<file path="src/rtl/param_up_down_counter_pkg.sv">
// Shared glyph constants and hex font for the up/down counter display.
package param_up_down_counter_pkg;

    localparam logic [6:0] SEG_UP    = 7'b0111110;
    localparam logic [6:0] SEG_DOWN  = 7'b1011110;
    localparam logic [6:0] SEG_BLANK = 7'b0000000;

    // Active-high, bit6=a .. bit0=g; the leftmost entry is digit F.
    localparam logic [15:0][6:0] HEX_FONT = {
        7'b1000111, 7'b1001111, 7'b0111101, 7'b1001110,
        7'b0011111, 7'b1110111, 7'b1111011, 7'b1111111,
        7'b1110000, 7'b1011111, 7'b1011011, 7'b0110011,
        7'b1111001, 7'b1101101, 7'b0110000, 7'b1111110
    };

endpackage

</file>
<file path="src/rtl/param_up_down_counter_hex.sv">
// Combinational 4-bit to 7-segment hex glyph lookup.
module seg7_hex_decoder
    import param_up_down_counter_pkg::*;
(
    input  logic [3:0] digit_i,
    output logic [6:0] seg_o
);

    assign seg_o = HEX_FONT[digit_i];

endmodule

</file>
<file path="src/rtl/param_up_down_counter.sv">
// Parameterised up/down counter with load, wrap/saturate, terminal-count pulse,
// sticky overflow flag and 7-segment direction/hex glyphs.
module param_up_down_counter
    import param_up_down_counter_pkg::*;
#(
    parameter int WIDTH     = 4,
    parameter int MAX_COUNT = 2**WIDTH - 1,
    parameter int SATURATE  = 0
) (
    input  logic             clk,
    input  logic             clr,
    input  logic             en,
    input  logic             up_down,
    input  logic             load,
    input  logic [WIDTH-1:0] load_val,
    output logic [WIDTH-1:0] out,
    output logic             tc,
    output logic             ovf,
    output logic [6:0]       dir_seg,
    output logic [6:0]       hex_seg,
    output logic             dp
);

    if (WIDTH < 2 || WIDTH > 16) begin : g_bad_width
        $error("param_up_down_counter: WIDTH %0d outside 2..16", WIDTH);
    end
    if (MAX_COUNT < 1 || MAX_COUNT > 2**WIDTH - 1) begin : g_bad_max
        $error("param_up_down_counter: MAX_COUNT %0d outside 1..%0d", MAX_COUNT, 2**WIDTH - 1);
    end

    localparam logic [WIDTH-1:0] MAX_V = WIDTH'(MAX_COUNT);
    localparam logic [WIDTH-1:0] ONE   = WIDTH'(1);

    logic [WIDTH-1:0] cnt_q, cnt_d;
    logic             tc_q, tc_d;
    logic             ovf_q, ovf_d;
    logic [6:0]       dir_q, dir_d;
    logic [3:0]       digit;

    always_comb begin
        cnt_d = cnt_q;
        tc_d  = 1'b0;
        ovf_d = ovf_q;
        dir_d = dir_q;
        if (load) begin
            cnt_d = (load_val > MAX_V) ? MAX_V : load_val;
        end else if (en) begin
            dir_d = up_down ? SEG_UP : SEG_DOWN;
            if (up_down) begin
                if (cnt_q == MAX_V) begin
                    tc_d  = 1'b1;
                    ovf_d = 1'b1;
                    cnt_d = (SATURATE != 0) ? cnt_q : '0;
                end else begin
                    cnt_d = cnt_q + ONE;
                end
            end else begin
                if (cnt_q == '0) begin
                    tc_d  = 1'b1;
                    ovf_d = 1'b1;
                    cnt_d = (SATURATE != 0) ? cnt_q : MAX_V;
                end else begin
                    cnt_d = cnt_q - ONE;
                end
            end
        end
    end

    always_ff @(posedge clk or posedge clr) begin
        if (clr) begin
            cnt_q <= '0;
            tc_q  <= 1'b0;
            ovf_q <= 1'b0;
            dir_q <= SEG_BLANK;
        end else begin
            cnt_q <= cnt_d;
            tc_q  <= tc_d;
            ovf_q <= ovf_d;
            dir_q <= dir_d;
        end
    end

    // Zero-extends narrow counters and keeps the low nibble of wide ones.
    assign digit = 4'(cnt_q);

    seg7_hex_decoder u_hex (
        .digit_i (digit),
        .seg_o   (hex_seg)
    );

    assign out     = cnt_q;
    assign tc      = tc_q;
    assign ovf     = ovf_q;
    assign dir_seg = dir_q;
    assign dp      = 1'b1;

endmodule

</file>
<file path="config.mk">
export PLATFORM = sky130hd
export DESIGN_NAME = param_up_down_counter
export DESIGN_NICKNAME = d
export VERILOG_FILES = /design/src/rtl/param_up_down_counter_pkg.sv /design/src/rtl/param_up_down_counter_hex.sv /design/src/rtl/param_up_down_counter.sv
export SDC_FILE = /design/constraint.sdc
export NUM_CORES = 1
export LEC_CHECK = 0
export ABC_AREA = 1
export BUFFER_PORTS_ARGS = -buffer_cell sky130_fd_sc_hd__buf_2
export CORE_AREA = 2 2 56 58
export CTS_CLUSTER_SIZE = 10
export DETAILED_ROUTE_END_ITERATION = 8
export DIE_AREA = 0 0 58 60
export GPL_TIMING_DRIVEN = 0
export SLEW_MARGIN = 20
export SYNTH_ARGS = -nofsm -noshare
export SYNTH_HDL_FRONTEND = slang
export SYNTH_HIERARCHICAL = 1
export SYNTH_SLANG_ARGS = --single-unit
</file>
<file path="constraint.sdc">
create_clock -name clk -period 3 [get_ports clk]
set_clock_uncertainty 0.15 [all_clocks]
set_input_delay 0.15 -clock clk [delete_from_list [all_inputs] [get_ports clk]]
set_output_delay 0.15 -clock clk [all_outputs]
set_load 0.01 [all_outputs]
</file>
# == Yosys cells after proc, flatten, opt, wreduce, memory -nomap -nowiden ==
# Memories as Yosys holds them, arrays and structs flattened.
# Cells that the tools add are included.
# op_classes
mux,16
addsub,2
n_eq_ne,2
bitwise_logic,1
n_reduce_logical,5
order_cmp,2
# ops
operator,n
$mux W4,6
$mux W7,2
$mux W1,8
$lt A4 B5 Y1 const B,1
$add A4 B1 Y4 const B,1
$eq A4 B4 Y1 const B,1
$gt A4 B4 Y1 const B,1
$logic_not A4 Y1,1
$reduce_and A4 Y1,1
$reduce_bool A2 Y1,2
$sub A4 B1 Y4 const B,1
$ne A2 B1 Y1 const B,1
$reduce_and A2 Y1,1
$not A1 Y1,1
# word_totals
register_bits,13
rom_bits,112
mem_count,1
# memory_table
name,depth,width,rd,rd_clocked_by_memory_dff,write_ports,line_no,source
(name not given),16,7,1,0,0,param_up_down_counter_hex.sv:9,assign seg_o = HEX_FONT[digit_i];

# == Logic depth before layout (Yosys ltp) ==
# Gate-level depths: netlist of the first run.
# depth
depth_word,5
mapped_depth,7
mapped_depth_nobuf,7

# == Hierarchy ==
# The synthesis of the first run kept the hierarchy.
# modules_own_cells
module,cells_each,seq_area_each_um2,area_per_inst_um2,n_inst
param_up_down_counter,73,225.2,555.5,1
seg7_hex_decoder,52,0.0,270.3,1

# == Least setup slack after synthesis of the first run ==
# OpenSTA, ideal clock, no wires.
# synth_path
path_type,register to output
from,register cnt_q[0] (netlist: out[0])
to,output port hex_seg[3]
path_slack_ns,1.446
required_time_ns,2.700
path_stages_with_launch,7
arrival_time_ns,1.254
n_path_buf,0
cell_sequence,dfrtp_1 inv_1 ha_1 nand2_1 o21ai_0 nand2_1 nand2_1
# synth_via
elab_chain_len,2
# synth_lines
element,line_no,source
from (decl),param_up_down_counter.sv:34,"logic [WIDTH-1:0] cnt_q, cnt_d;"
from (signal assigned),param_up_down_counter.sv:76,cnt_q <= cnt_d;
$mem_v2 Z16 W7,-,
$mux W7 (implied by the code),param_up_down_counter_hex.sv:9,
to (decl),param_up_down_counter.sv:20,"output logic [6:0] hex_seg,"
# No other way between the ends. The select of a mux whose other input is x is not followed.

# == Final worst setup path of the first run ==
# Ends and elaborated chain as after synthesis.

==> run summary, run 1 <==
The flow ran to the end, and the final reports show no timing, DRC or antenna violations. Walking the worst path, the cells encountered are inv_1, ha_1, nand2_1, o21ai_0, nand2_1, nand2_1, buf_2. Entering global routing, the biggest net connects 17 pins. The repair_antennas step left the layout with diodes totalling 0. In this design, the stage delay of the slowest critical-path cell is 0.57 ns.

The fraction of final layout cells sized beyond drive strength 1 came out at 0.268. The total grt overflow is 0. The worst register-to-register path ends at out[1]. The worst min-delay path category is primary input to register. The buffers inserted during post-CTS setup optimization is 0.

The number of max-cap violations came out at 0. The number of hold violations in the final report came out at 0. The max-slew violation total from the final report was 0. During placement, the flow inserted port buffers numbering 26. Setup slack on the worst reg-to-reg path comes out at roughly 1.4 ns.

The layout overhead on the synthesized area came out at 26.4%. The die boundary width is 58 um. The clock drives 9 sinks. The number of setup violations in the final report is 0.

The net count of the finished layout is 176. The length of the first detailed-routing pass in iterations is 4. TritonCTS built the clock tree.

The setup TNS came out at 0 ns. The number of gates resized after CTS is 0. The distinct cell type count of the synthesized netlist came out at 18.

Of all flip-flops after synthesis, the portion carrying an async set or reset was 1.00. The die covers 3480 um^2. The total number of yosys warnings came out at 6.

The routed length per instance is 9.29 um. VDD sags by at most 0.255 mV. The required time reported for the critical path endpoint is 2.70 ns. At the later pin of the worst-skew pair, clock insertion delay measures between 0.2 and 0.3 ns.

The standard cell core area came out at 2900 um^2. The flip-flop and latch count after synthesis came out at 9. The sequential-to-total area share from yosys stat came out at 0.273. The critical path is of the register to primary output type.

The launch point of the worst path is out[0]. No sink is reached through more buffers than the 2 on the longest clock path. The worst setup path is captured at a primary output. Buffers inserted during clock tree synthesis total 3. The filler-free cell count of the finished design came out at 190. The floorplan has 20 rows. The remaining antenna violation count came out at 0. The count of hold-fix buffers inserted at cts came out at 2. Among all flip-flop cells after synthesis, the most frequent one is sky130_fd_sc_hd__dfrtp_1. Clock-pin slew was measured on the worst setup and hold paths at 0.05 ns. The number of placed cells counting well taps came out at about 180. The global-route usage over all layers is 0.107.

Using the TritonRoute via totals, the vias-per-cell ratio works out to 4.46. In this design, the critical path's most frequently occurring cell is sky130_fd_sc_hd__nand2_1. The maximum fanout along the worst path came out at 11. The post-route fraction of the period consumed by the critical path is 0.679.

In this run the power density over the cells is just over 400 nW/um^2. STA classifies the critical path startpoint as a register. The cell count after synthesis came out at between 100 and 150. The total vias in the final route is 847.

The worst register-to-register path begins at out[0]. The cell taking the most area after synthesis is sky130_fd_sc_hd__dfrtp_1. The depth of the CTS H-tree came out at 1. The DRC violation count after routing is 0. In the post-synthesis netlist, the biggest area contributors are sky130_fd_sc_hd__dfrtp_1 27%, sky130_fd_sc_hd__nand2_1 20%, sky130_fd_sc_hd__ha_1 14%.

Setup repair after global routing left no endpoint under its margin. The I/O pin count came out at 30. The number of antenna violations at the first check in global routing is 0.

Counting flops with a built-in enable in the synthesized netlist gives 0. The maximum clock frequency is just under 500 MHz. Setup slack on the critical path of the routed design comes to 0.963 ns. The total wirelength of the detailed-routed design is 1.77 mm.

The worst path needs 2.04 ns of the cycle, external delays included. The most critical setup path has its endpoint at hex_seg[3]. The first routing iteration left 27 violations.

The number of global-route vias before repair is 738. The effective utilization at floorplan came out at 0.284. The static leakage is 0.601 nW.

Counting every net in the synthesized netlist gives 143. The worst register-to-register path has a depth of 4. Data on the critical path arrives at its endpoint at roughly 1.7 ns. The root buffer cell is sky130_fd_sc_hd__clkbuf_4. The post-detailed-placement half-perimeter wirelength came out at around 1.4 mm.

The slowest stage of the critical path belongs to the cell sky130_fd_sc_hd__dfrtp_1. The global placer's final weighted congestion is 0.827. The post-synthesis area per instance is 6.61 um^2. The die extent in y came out at 60 um. The post-synthesis instance area came out at 826 um^2. The minimum setup slack after placement is approximately 1.2 ns.

The wire length of the first global-routing pass came out at 2.97 mm. The area share of the largest cell type after synthesis is 0.273.
-- worst max-delay path, delay by kind of cell, from the launching register on --
family                   cells  cell delay [ns]
adder cells (fa/ha/maj)      1             0.33
AND/OR/NAND/NOR              3             0.19
buffers and inverters        2             0.29
flip-flops                   1             0.57
AO/OA/AOI/OAI                1             0.09
-- cells in the final DEF (no fill, tap or decap) --
| cell type | instances |
|---|---|
| sky130_fd_sc_hd__nand2_1 | 44 |
| sky130_fd_sc_hd__buf_2 | 26 |
| sky130_fd_sc_hd__inv_1 | 15 |
| sky130_fd_sc_hd__nand3_1 | 13 |
| sky130_fd_sc_hd__ha_1 | 9 |
| sky130_fd_sc_hd__dfrtp_1 | 9 |
| sky130_fd_sc_hd__buf_4 | 7 |
| sky130_fd_sc_hd__nor2_1 | 6 |
| sky130_fd_sc_hd__o21ai_0 | 5 |
| sky130_fd_sc_hd__a22oi_1 | 4 |
| sky130_fd_sc_hd__inv_2 | 3 |
| sky130_fd_sc_hd__clkbuf_4 | 3 |
| sky130_fd_sc_hd__nand2_2 | 2 |
| sky130_fd_sc_hd__conb_1 | 2 |
| sky130_fd_sc_hd__dlygate4sd3_1 | 2 |
| sky130_fd_sc_hd__a21oi_1 | 1 |
| sky130_fd_sc_hd__nor2_2 | 1 |
| sky130_fd_sc_hd__nand4_1 | 1 |
| sky130_fd_sc_hd__o211ai_1 | 1 |
| sky130_fd_sc_hd__or2_1 | 1 |
| sky130_fd_sc_hd__xor2_1 | 1 |
| sky130_fd_sc_hd__clkbuf_1 | 1 |
-- power breakdown --
group | leakage, nW | internal [W] | switching [W]
clock | 0.0150 | 0.0000509 | 0.0000376
sequential | 0.105 | 0.000132 | 0.0000251
combinational | 0.481 | 0.0000764 | 0.000108
total | 0.601 | 0.000259 | 0.000170
-- logic make-up after synthesis --
| family | after synthesis | synth area share |
|---|---|---|
| XOR/XNOR | 1 | 0.0106 |
| buffers and inverters | 25 | 0.145 |
| AND/OR/NAND/NOR | 68 | 0.344 |
| flip-flops | 9 | 0.273 |
| AO/OA/AOI/OAI | 11 | 0.0818 |
| adder cells (fa/ha/maj) | 9 | 0.136 |
| other | 2 | 0.00909 |
-- flip-flops by register name, summed over array words and instances (netlist names) --
signal   count
dir_seg      3
out          4
ovf          1
tc           1
-- routing by layer --
metal  wire (um)  GRT usage  up-vias
met5           0          0        -
met4          12     0.0299        0
met3         112     0.0152        2
met2         848      0.198       27
met1         792      0.129      369
li1            -          -      449
-- cells in the mapped netlist, types with 2 or more instances --
master                    count
sky130_fd_sc_hd__nor2_1       6
sky130_fd_sc_hd__nand2_1     44
sky130_fd_sc_hd__conb_1       2
sky130_fd_sc_hd__o21ai_0      5
sky130_fd_sc_hd__buf_4        7
sky130_fd_sc_hd__a22oi_1      4
sky130_fd_sc_hd__inv_2        3
sky130_fd_sc_hd__dfrtp_1      9
sky130_fd_sc_hd__ha_1         9
sky130_fd_sc_hd__nand2_2      2
sky130_fd_sc_hd__inv_1       15
sky130_fd_sc_hd__nand3_1     13
-- how the worst min path moves through the flow --
| stage | start | to | slack (ns) | cells past startpoint |
|---|---|---|---|---|
| 6_report | load_val[0] | out[0] | 0.007 | 3 |
| 5_1_grt | load_val[3] | out[3] | 0.01 | 3 |
| 4_1_cts | load_val[0] | out[0] | 0.003 | 3 |
| 3_5_place_dp | clr | out[1] | -0.03 | 2 |
| 2_1_floorplan | clr | dir_seg[4] | -0.17 | 1 |
| 3_3_place_gp | clr | dir_seg[6] | -0.03 | 2 |
-- through the flow --
step | total power, W | hold slack, ns | area (um^2) | utilization
finish | 0.000430 | 0.00722 | 1040 | 0.359
global placement | 0.000337 | -0.0287 | 997 | 0.344
detailed placement | 0.000343 | -0.0282 | 997 | 0.344
floorplan | 0.000280 | -0.172 | 826 | -
global route | 0.000472 | 0.0108 | 1040 | 0.359
CTS | 0.000434 | 0.00316 | 1040 | 0.359
-- area by class of cell --
type	instances	area [um^2]
well taps	33	41.3
clock buffers	4	26.3
repair buffers	28	150
plain buffers	7	52.6
flip-flops and latches	9	225
multi-input cells	91	480
fillers	317	1860
inverters	18	67.6
Power figures use the tool's default switching activity.
==> run 2: changes to the inputs <==
==> constraint.sdc (replaced) <==
create_clock -name clk -period 2.1 [get_ports clk]
set_clock_uncertainty 0.15 [all_clocks]
set_input_delay 0.105 -clock clk [delete_from_list [all_inputs] [get_ports clk]]
set_output_delay 0.105 -clock clk [all_outputs]
set_load 0.01 [all_outputs]
==> run summary, run 2 (same netlist as run 1, synthesis figures left out) <==
The clock buffer count from CTS came out at 3 (unchanged). The depth of the CTS H-tree is 1 (unchanged). The clock period could shrink to 1.87 ns. The number of buffer cells added on primary ports is 26 (unchanged). The number of flip-flops in the largest register came to 4 (unchanged).

The delay contributed by the slowest stage of the critical path came out at 0.49 ns (was 0.57 ns). The cell depth of the worst flop-to-flop path came to 7 (was 4). The maximum number of pins on one net before global-route repair came to 17 (unchanged). The length of the first detailed-routing pass in iterations is 4 (unchanged).

Cells traversed along the worst timing path: inv_1, ha_1, nand2_1, o21ai_0, nand2_1, nand2_1, buf_2 (unchanged). The total power per unit cell area is 573 nW/um^2 (was 412 nW/um^2). The area used by multi-input combinational logic is 480 um^2 (unchanged). The number of cell rows came out at 20 (unchanged). The root buffer cell is sky130_fd_sc_hd__clkbuf_4 (unchanged). RSZ-0062 raised after global routing: false (unchanged). The startpoint kind of the worst setup timing path is a register (unchanged).

The kind of end point of the critical path is a primary output (unchanged). The routed length per instance came to 9.40 um (was 9.29 um). The number of antenna violations at the first check in global routing came out at 0 (unchanged). The number of clock sinks came out at 9 (unchanged). Static timing analysis puts the maximum clock frequency at about 530 MHz. The TritonCTS clock tree is built (unchanged). The standard cell core area came out at 2900 um^2 (unchanged).

The critical path buffer and inverter count is 2 (unchanged). The die boundary width is 58 um (unchanged). The required time reported for the critical path endpoint is 1.85 ns (was 2.70 ns). The maximum fanout along the worst path is 11 (unchanged). The global-route usage over all layers is 0.110 (was 0.107). The number of stages on the worst hold path is 3 (unchanged). The fraction of final layout cells sized beyond drive strength 1 is 0.273 (was 0.268). The register clock-pin slew on the reported worst setup and hold paths was 0.06 ns (was 0.05 ns). The most common library cell in the layout ignoring fill and taps was sky130_fd_sc_hd__nand2_1 (unchanged).

Run status: complete, no violations (unchanged). The power consumption is 0.000622 W (was 0.000430 W). The net switching fraction of the power is 0.395 (was 0.397).

The setup TNS is 0 ns (unchanged). The family with the most delay on the worst path is flip-flops (unchanged). The worst min-delay path category is primary input to register (unchanged). The total vias in the final route came out at 865 (was 847).

The area of all sequential standard cells came out at 228 um^2 (was 225 um^2). Highest-count cells in the layout ignoring fill and taps: 44 x sky130_fd_sc_hd__nand2_1, 26 x sky130_fd_sc_hd__buf_2, 15 x sky130_fd_sc_hd__inv_1, 13 x sky130_fd_sc_hd__nand3_1, 9 x sky130_fd_sc_hd__ha_1 (was 44 x sky130_fd_sc_hd__nand2_1, 26 x sky130_fd_sc_hd__buf_2, 15 x sky130_fd_sc_hd__inv_1, 13 x sky130_fd_sc_hd__nand3_1). The worst hold slack across all endpoints is 0.0299 ns (was 0.00722 ns).

The effective utilization at floorplan is 0.284 (unchanged). The maximum resistive drop on vdd came out at 0.377 mV (was 0.255 mV). The utilization after layout is 0.374 (was 0.359).

The DRC violation count after routing came out at 0 (unchanged). The launch point of the worst hold path is en (was load_val[0]). The number of max-cap violations came out at 0 (unchanged). The critical setup path kind is register to primary output (unchanged). The sequential fraction of design power was 0.363 (was 0.365).

The global placer's final weighted congestion came out at 0.827 (unchanged). The switching power of the nets came to 0.000245 W (was 0.000170 W). The maximum count of clock buffers along a single path is 2 (unchanged). The routed via count divided by cell count came to 4.46 (about the same). The most frequent cell on the critical path is sky130_fd_sc_hd__nand2_1 (unchanged). The violation count after the first detailed-routing iteration is 26 (was 27). The insertion delay to the later sink of the worst-skew pair is 0.25 ns (about the same).

The design internal power came to 0.000376 W (was 0.000259 W). The total grt overflow came out at 0 (unchanged). The max-slew violation total from the final report is 0 (unchanged). The combinational share of power was 0.433 (was 0.429). The number of hold violations in the final report came to 0 (unchanged). The static leakage came out at 0.615 nW (was 0.601 nW). The arrival time of the worst setup path came to 1.62 ns (was 1.74 ns). The number of antenna cells inserted came out at 0 (unchanged). The wire length of the first global-routing pass is 3.04 mm (was 2.97 mm). The buffers inserted during post-CTS setup optimization came to 0 (unchanged). The post-detailed-placement half-perimeter wirelength came out at 1.41 mm (unchanged). The total wirelength of the detailed-routed design is 1.82 mm (was 1.77 mm). The setup slack of the worst register-to-register path is 0.63 ns (was 1.43 ns). The master of the slowest instance on the critical path was sky130_fd_sc_hd__dfrtp_2 (was sky130_fd_sc_hd__dfrtp_1). The number of nets in the layout came out at 180 (was 176). The count of filler cells inserted in the layout came out at 314 (was 317). The reg-to-reg critical path endpoint is out[2] (was out[1]). The layout overhead on the synthesized area came out at 31.5% (was 26.4%). The clock network fraction of design power is 0.204 (was 0.206).

The I/O pin count came out at 30 (unchanged). The hold-critical path endpoint is dir_seg[5] (was out[0]). The area of the die is 3480 um^2 (unchanged).

The post-route fraction of the period consumed by the critical path came out at 0.892. The number of global-route vias before repair came out at 760 (was 738). The number of setup violations in the final report came out at 0 (unchanged). The die extent in y is 60 um (unchanged). The start of the worst register-to-register path is out[0] (unchanged). The remaining antenna violation count is 0 (unchanged).
run 2: changes by cell type in the layout (fill, tap and decap cells not counted):
cell | before | now
sky130_fd_sc_hd__dfrtp_1 | 9 | 7
sky130_fd_sc_hd__dfrtp_2 | 0 | 2
sky130_fd_sc_hd__dlygate4sd3_1 | 2 | 6
run 2: worst max-delay path by stage:
stage          startpoint         end  slack [ns]  depth (start not counted)
6_report           out[0]  hex_seg[3]        0.23                          7
5_1_grt            out[1]  hex_seg[3]        0.07                          7
4_1_cts            out[0]  hex_seg[3]        0.09                          7
3_5_place_dp       out[0]  hex_seg[3]        0.37                          7
3_3_place_gp       out[0]  hex_seg[3]        0.40                          7
2_1_floorplan      out[0]  hex_seg[3]        0.59                          6
run 2: tightest hold or removal path, cell delays in order:
cell                      delay [ns]
sky130_fd_sc_hd__buf_2          0.12
sky130_fd_sc_hd__nand3_1        0.11
sky130_fd_sc_hd__nand2_1        0.06
run 2: timing repair:
item	in CTS	in global routing
hold buffers	6	0
hold endpoints to repair	14	0
resized for setup	0	2
setup endpoints to repair	0	1
run 2: per-layer routing:
layer | track usage | share of wire | up-vias | routed length, um
met2 | 0.208 | 0.48 | 29 | 880
met5 | 0 | 0 | - | 0
met4 | 0.0299 | 0.0071 | 0 | 13
li1 | - | - | 457 | -
met1 | 0.129 | 0.45 | 377 | 819
met3 | 0.0152 | 0.060 | 2 | 109
run 2: area by class of cell:
type,count,share of cell area
multi-input combinational,91,0.442
sequential,9,0.210
clock buffer,4,0.0242
buffer,7,0.0484
timing repair buffer,32,0.175
inverter,18,0.0622
tap,33,0.0380
run 2: power groups by stage:
stage | combinational (W) | sequential, W | clock [W]
floorplan | 0.000173 | 0.000226 | 0
global placement | 0.000255 | 0.000227 | 0
detailed placement | 0.000262 | 0.000228 | 0
CTS | 0.000271 | 0.000225 | 0.000129
global route | 0.000310 | 0.000231 | 0.000142
finish | 0.000269 | 0.000226 | 0.000127
run 2: through the flow:
stage | instances | cell area [um^2] | worst slack [ns]
after detailed placement | 184 | 997 | 0.374
after global routing | 194 | 1090 | 0.0670
final | 194 | 1090 | 0.228
after CTS | 194 | 1080 | 0.0856
after floorplan | 125 | 826 | 0.591
after global placement | 184 | 997 | 0.399
==> run 3: changes to the inputs <==
==> constraint.sdc (replaced) <==
create_clock -name clk -period 2.1 [get_ports clk]
set_clock_uncertainty 0.15 [all_clocks]
set_input_delay 0.42 -clock clk [delete_from_list [all_inputs] [get_ports clk]]
set_output_delay 0.42 -clock clk [all_outputs]
set_load 0.01 [all_outputs]
==> run summary, run 3 (same netlist as run 1, synthesis figures left out) <==
The max-slew violation total from the final report is 0 (unchanged). The number of global-route vias before repair was 747 (was 760). The final critical path time including I/O delays and setup came out at 2.00 ns (was 1.87 ns).

The insertion delay to the later sink of the worst-skew pair is 0.25 ns (about the same). RSZ-0062 raised after global routing: false (unchanged). The maximum fanout along the worst path is 5 (was 11). Highest-count cells in the layout ignoring fill and taps: 42 x sky130_fd_sc_hd__nand2_1, 26 x sky130_fd_sc_hd__buf_2, 13 x sky130_fd_sc_hd__nand3_1, 12 x sky130_fd_sc_hd__inv_1, 11 x sky130_fd_sc_hd__buf_4 (was 44 x sky130_fd_sc_hd__nand2_1, 26 x sky130_fd_sc_hd__buf_2, 15 x sky130_fd_sc_hd__inv_1, 13 x sky130_fd_sc_hd__nand3_1, 9 x sky130_fd_sc_hd__ha_1).

The setup TNS is 0 ns (unchanged). The maximum number of pins on one net before global-route repair is 17 (unchanged). The kind of end point of the critical path is a primary output (unchanged). The number of cell rows is 20 (unchanged). The layout overhead on the synthesized area is 30.5% (was 31.5%).

The most common library cell in the layout ignoring fill and taps was sky130_fd_sc_hd__nand2_1 (unchanged). The number of flip-flops in the largest register came out at 4 (unchanged). The area of the die is 3480 um^2 (unchanged). The register clock-pin slew on the reported worst setup and hold paths came to 0.05 ns (was 0.06 ns). The post-detailed-placement half-perimeter wirelength came out at 1.41 mm (unchanged). The post-route fraction of the period consumed by the critical path is 0.953 (was 0.892).

The length of the first detailed-routing pass in iterations came out at 4 (unchanged). The number of clock sinks was 9 (unchanged). The static leakage is 0.608 nW (was 0.615 nW).

The routed via count divided by cell count is 4.46 (about the same). The maximum clock frequency is 500 MHz (was 534 MHz). The total grt overflow came to 0 (unchanged).

The root buffer cell was sky130_fd_sc_hd__clkbuf_4 (unchanged). The maximum resistive drop on vdd is 0.375 mV (was 0.377 mV). The number of setup violations in the final report came out at 0 (unchanged). The arrival time of the worst setup path was 1.43 ns (was 1.62 ns). The remaining antenna violation count was 0 (unchanged). The global placer's final weighted congestion was 0.827 (unchanged). The standard cell core area is 2900 um^2 (unchanged). The total power per unit cell area is 591 nW/um^2 (was 573 nW/um^2).

The effective utilization at floorplan is 0.284 (unchanged). The die extent in y came to 60 um (unchanged). The critical setup path kind is register to primary output (unchanged). The wire length of the first global-routing pass was 3.02 mm (was 3.04 mm). The violation count after the first detailed-routing iteration is 34 (was 26). The routed length per instance is 9.35 um (was 9.40 um). The DRC violation count after routing is 0 (unchanged). The number of max-cap violations is 0 (unchanged). The number of antenna violations at the first check in global routing came to 0 (unchanged). The total wirelength of the detailed-routed design is 1.80 mm (was 1.82 mm). The number of nets in the layout came out at 179 (was 180). The total vias in the final route is 860 (was 865). The global-route usage over all layers came out at 0.109 (was 0.110). The clock buffer count from CTS is 3 (unchanged). The die boundary width is 58 um (unchanged).

The number of buffer cells added on primary ports came out at 26 (unchanged). The maximum count of clock buffers along a single path is 2 (unchanged). The number of antenna cells inserted came out at 0 (unchanged). The fraction of final layout cells sized beyond drive strength 1 is 0.350 (was 0.273). The minimum setup slack after placement is 0.0587 ns (was 0.374 ns).

The TritonCTS clock tree was built (unchanged). The I/O pin count is 30 (unchanged). The required time reported for the critical path endpoint is 1.53 ns (was 1.85 ns).

The setup slack after layout is 0.0983 ns (was 0.228 ns). Run status: complete, no violations (unchanged). The count of filler cells inserted in the layout is 320 (was 314). The startpoint kind of the worst setup timing path is a register (unchanged). The depth of the CTS H-tree is 1 (unchanged). The number of hold violations in the final report came to 0 (unchanged). The worst min-delay path category is primary input to register (unchanged).
run 3: what timing repair did:
action,CTS,global route
endpoints found under the hold margin,9,0
gates resized for setup,2,9
setup endpoints to repair,7,3
gates cloned,0,0
hold buffers,1,0
buffers inserted,4,0
pin swaps,0,2
run 3: metrics by stage:
| stage | hold WS, ns | instances | total power [W] | instance area, um^2 | utilization |
|---|---|---|---|---|---|
| after detailed placement | 0.242 | 184 | 0.000490 | 997 | 0.344 |
| after floorplan | 0.0979 | 125 | 0.000399 | 826 | - |
| final | 0.263 | 193 | 0.000637 | 1080 | 0.371 |
| after CTS | 0.262 | 193 | 0.000635 | 1070 | 0.367 |
| after global routing | 0.266 | 193 | 0.000698 | 1080 | 0.371 |
| after global placement | 0.241 | 184 | 0.000482 | 997 | 0.344 |
run 3: path summary, 6_finish.rpt:
kind,slack [ns],to,depth (start not counted),startpoint
max in group asynchronous,1.02,out[2],3,clr
setup reg to reg,0.57,out[2],8,out[0]
setup / recovery,0.1,hex_seg[3],8,out[1]
min in group asynchronous,0.51,dir_seg[5],3,clr
hold / removal,0.26,out[2],3,load_val[2]
hold reg to reg,0.32,dir_seg[5],2,dir_seg[5]
run 3: area by class of cell:
type	instances	area [um^2]	area share
plain buffers	7	52.6	0.0488
clock buffers	4	26.3	0.0244
inverters	18	67.6	0.0627
multi-input cells	91	490	0.455
flip-flops and latches	9	229	0.213
well taps	33	41.3	0.0383
repair buffers	31	170	0.158
run 3: where the power goes:
| part | internal, W | switching (W) |
|---|---|---|
| combinational | 0.000124 | 0.000172 |
| clock | 0.0000728 | 0.0000534 |
| sequential | 0.000190 | 0.0000252 |
| total | 0.000387 | 0.000250 |
run 3: layer usage:
layer  wire (um)  part of all wire  vias up  track usage
met1         845              0.47      373        0.135
met4          12            0.0067        0       0.0299
li1            -                 -      454            -
met5           0                 0        -            0
met3         118             0.065        2       0.0152
met2         828              0.46       31        0.196
run 3: critical path: stages (launching register included):
cell	delay, ns
sky130_fd_sc_hd__dfrtp_2	0.42
sky130_fd_sc_hd__buf_4	0.16
sky130_fd_sc_hd__ha_2	0.18
sky130_fd_sc_hd__inv_2	0.05
sky130_fd_sc_hd__nand2_2	0.06
sky130_fd_sc_hd__nand2_1	0.08
sky130_fd_sc_hd__nand2_1	0.05
sky130_fd_sc_hd__nand2_1	0.05
sky130_fd_sc_hd__buf_2	0.12
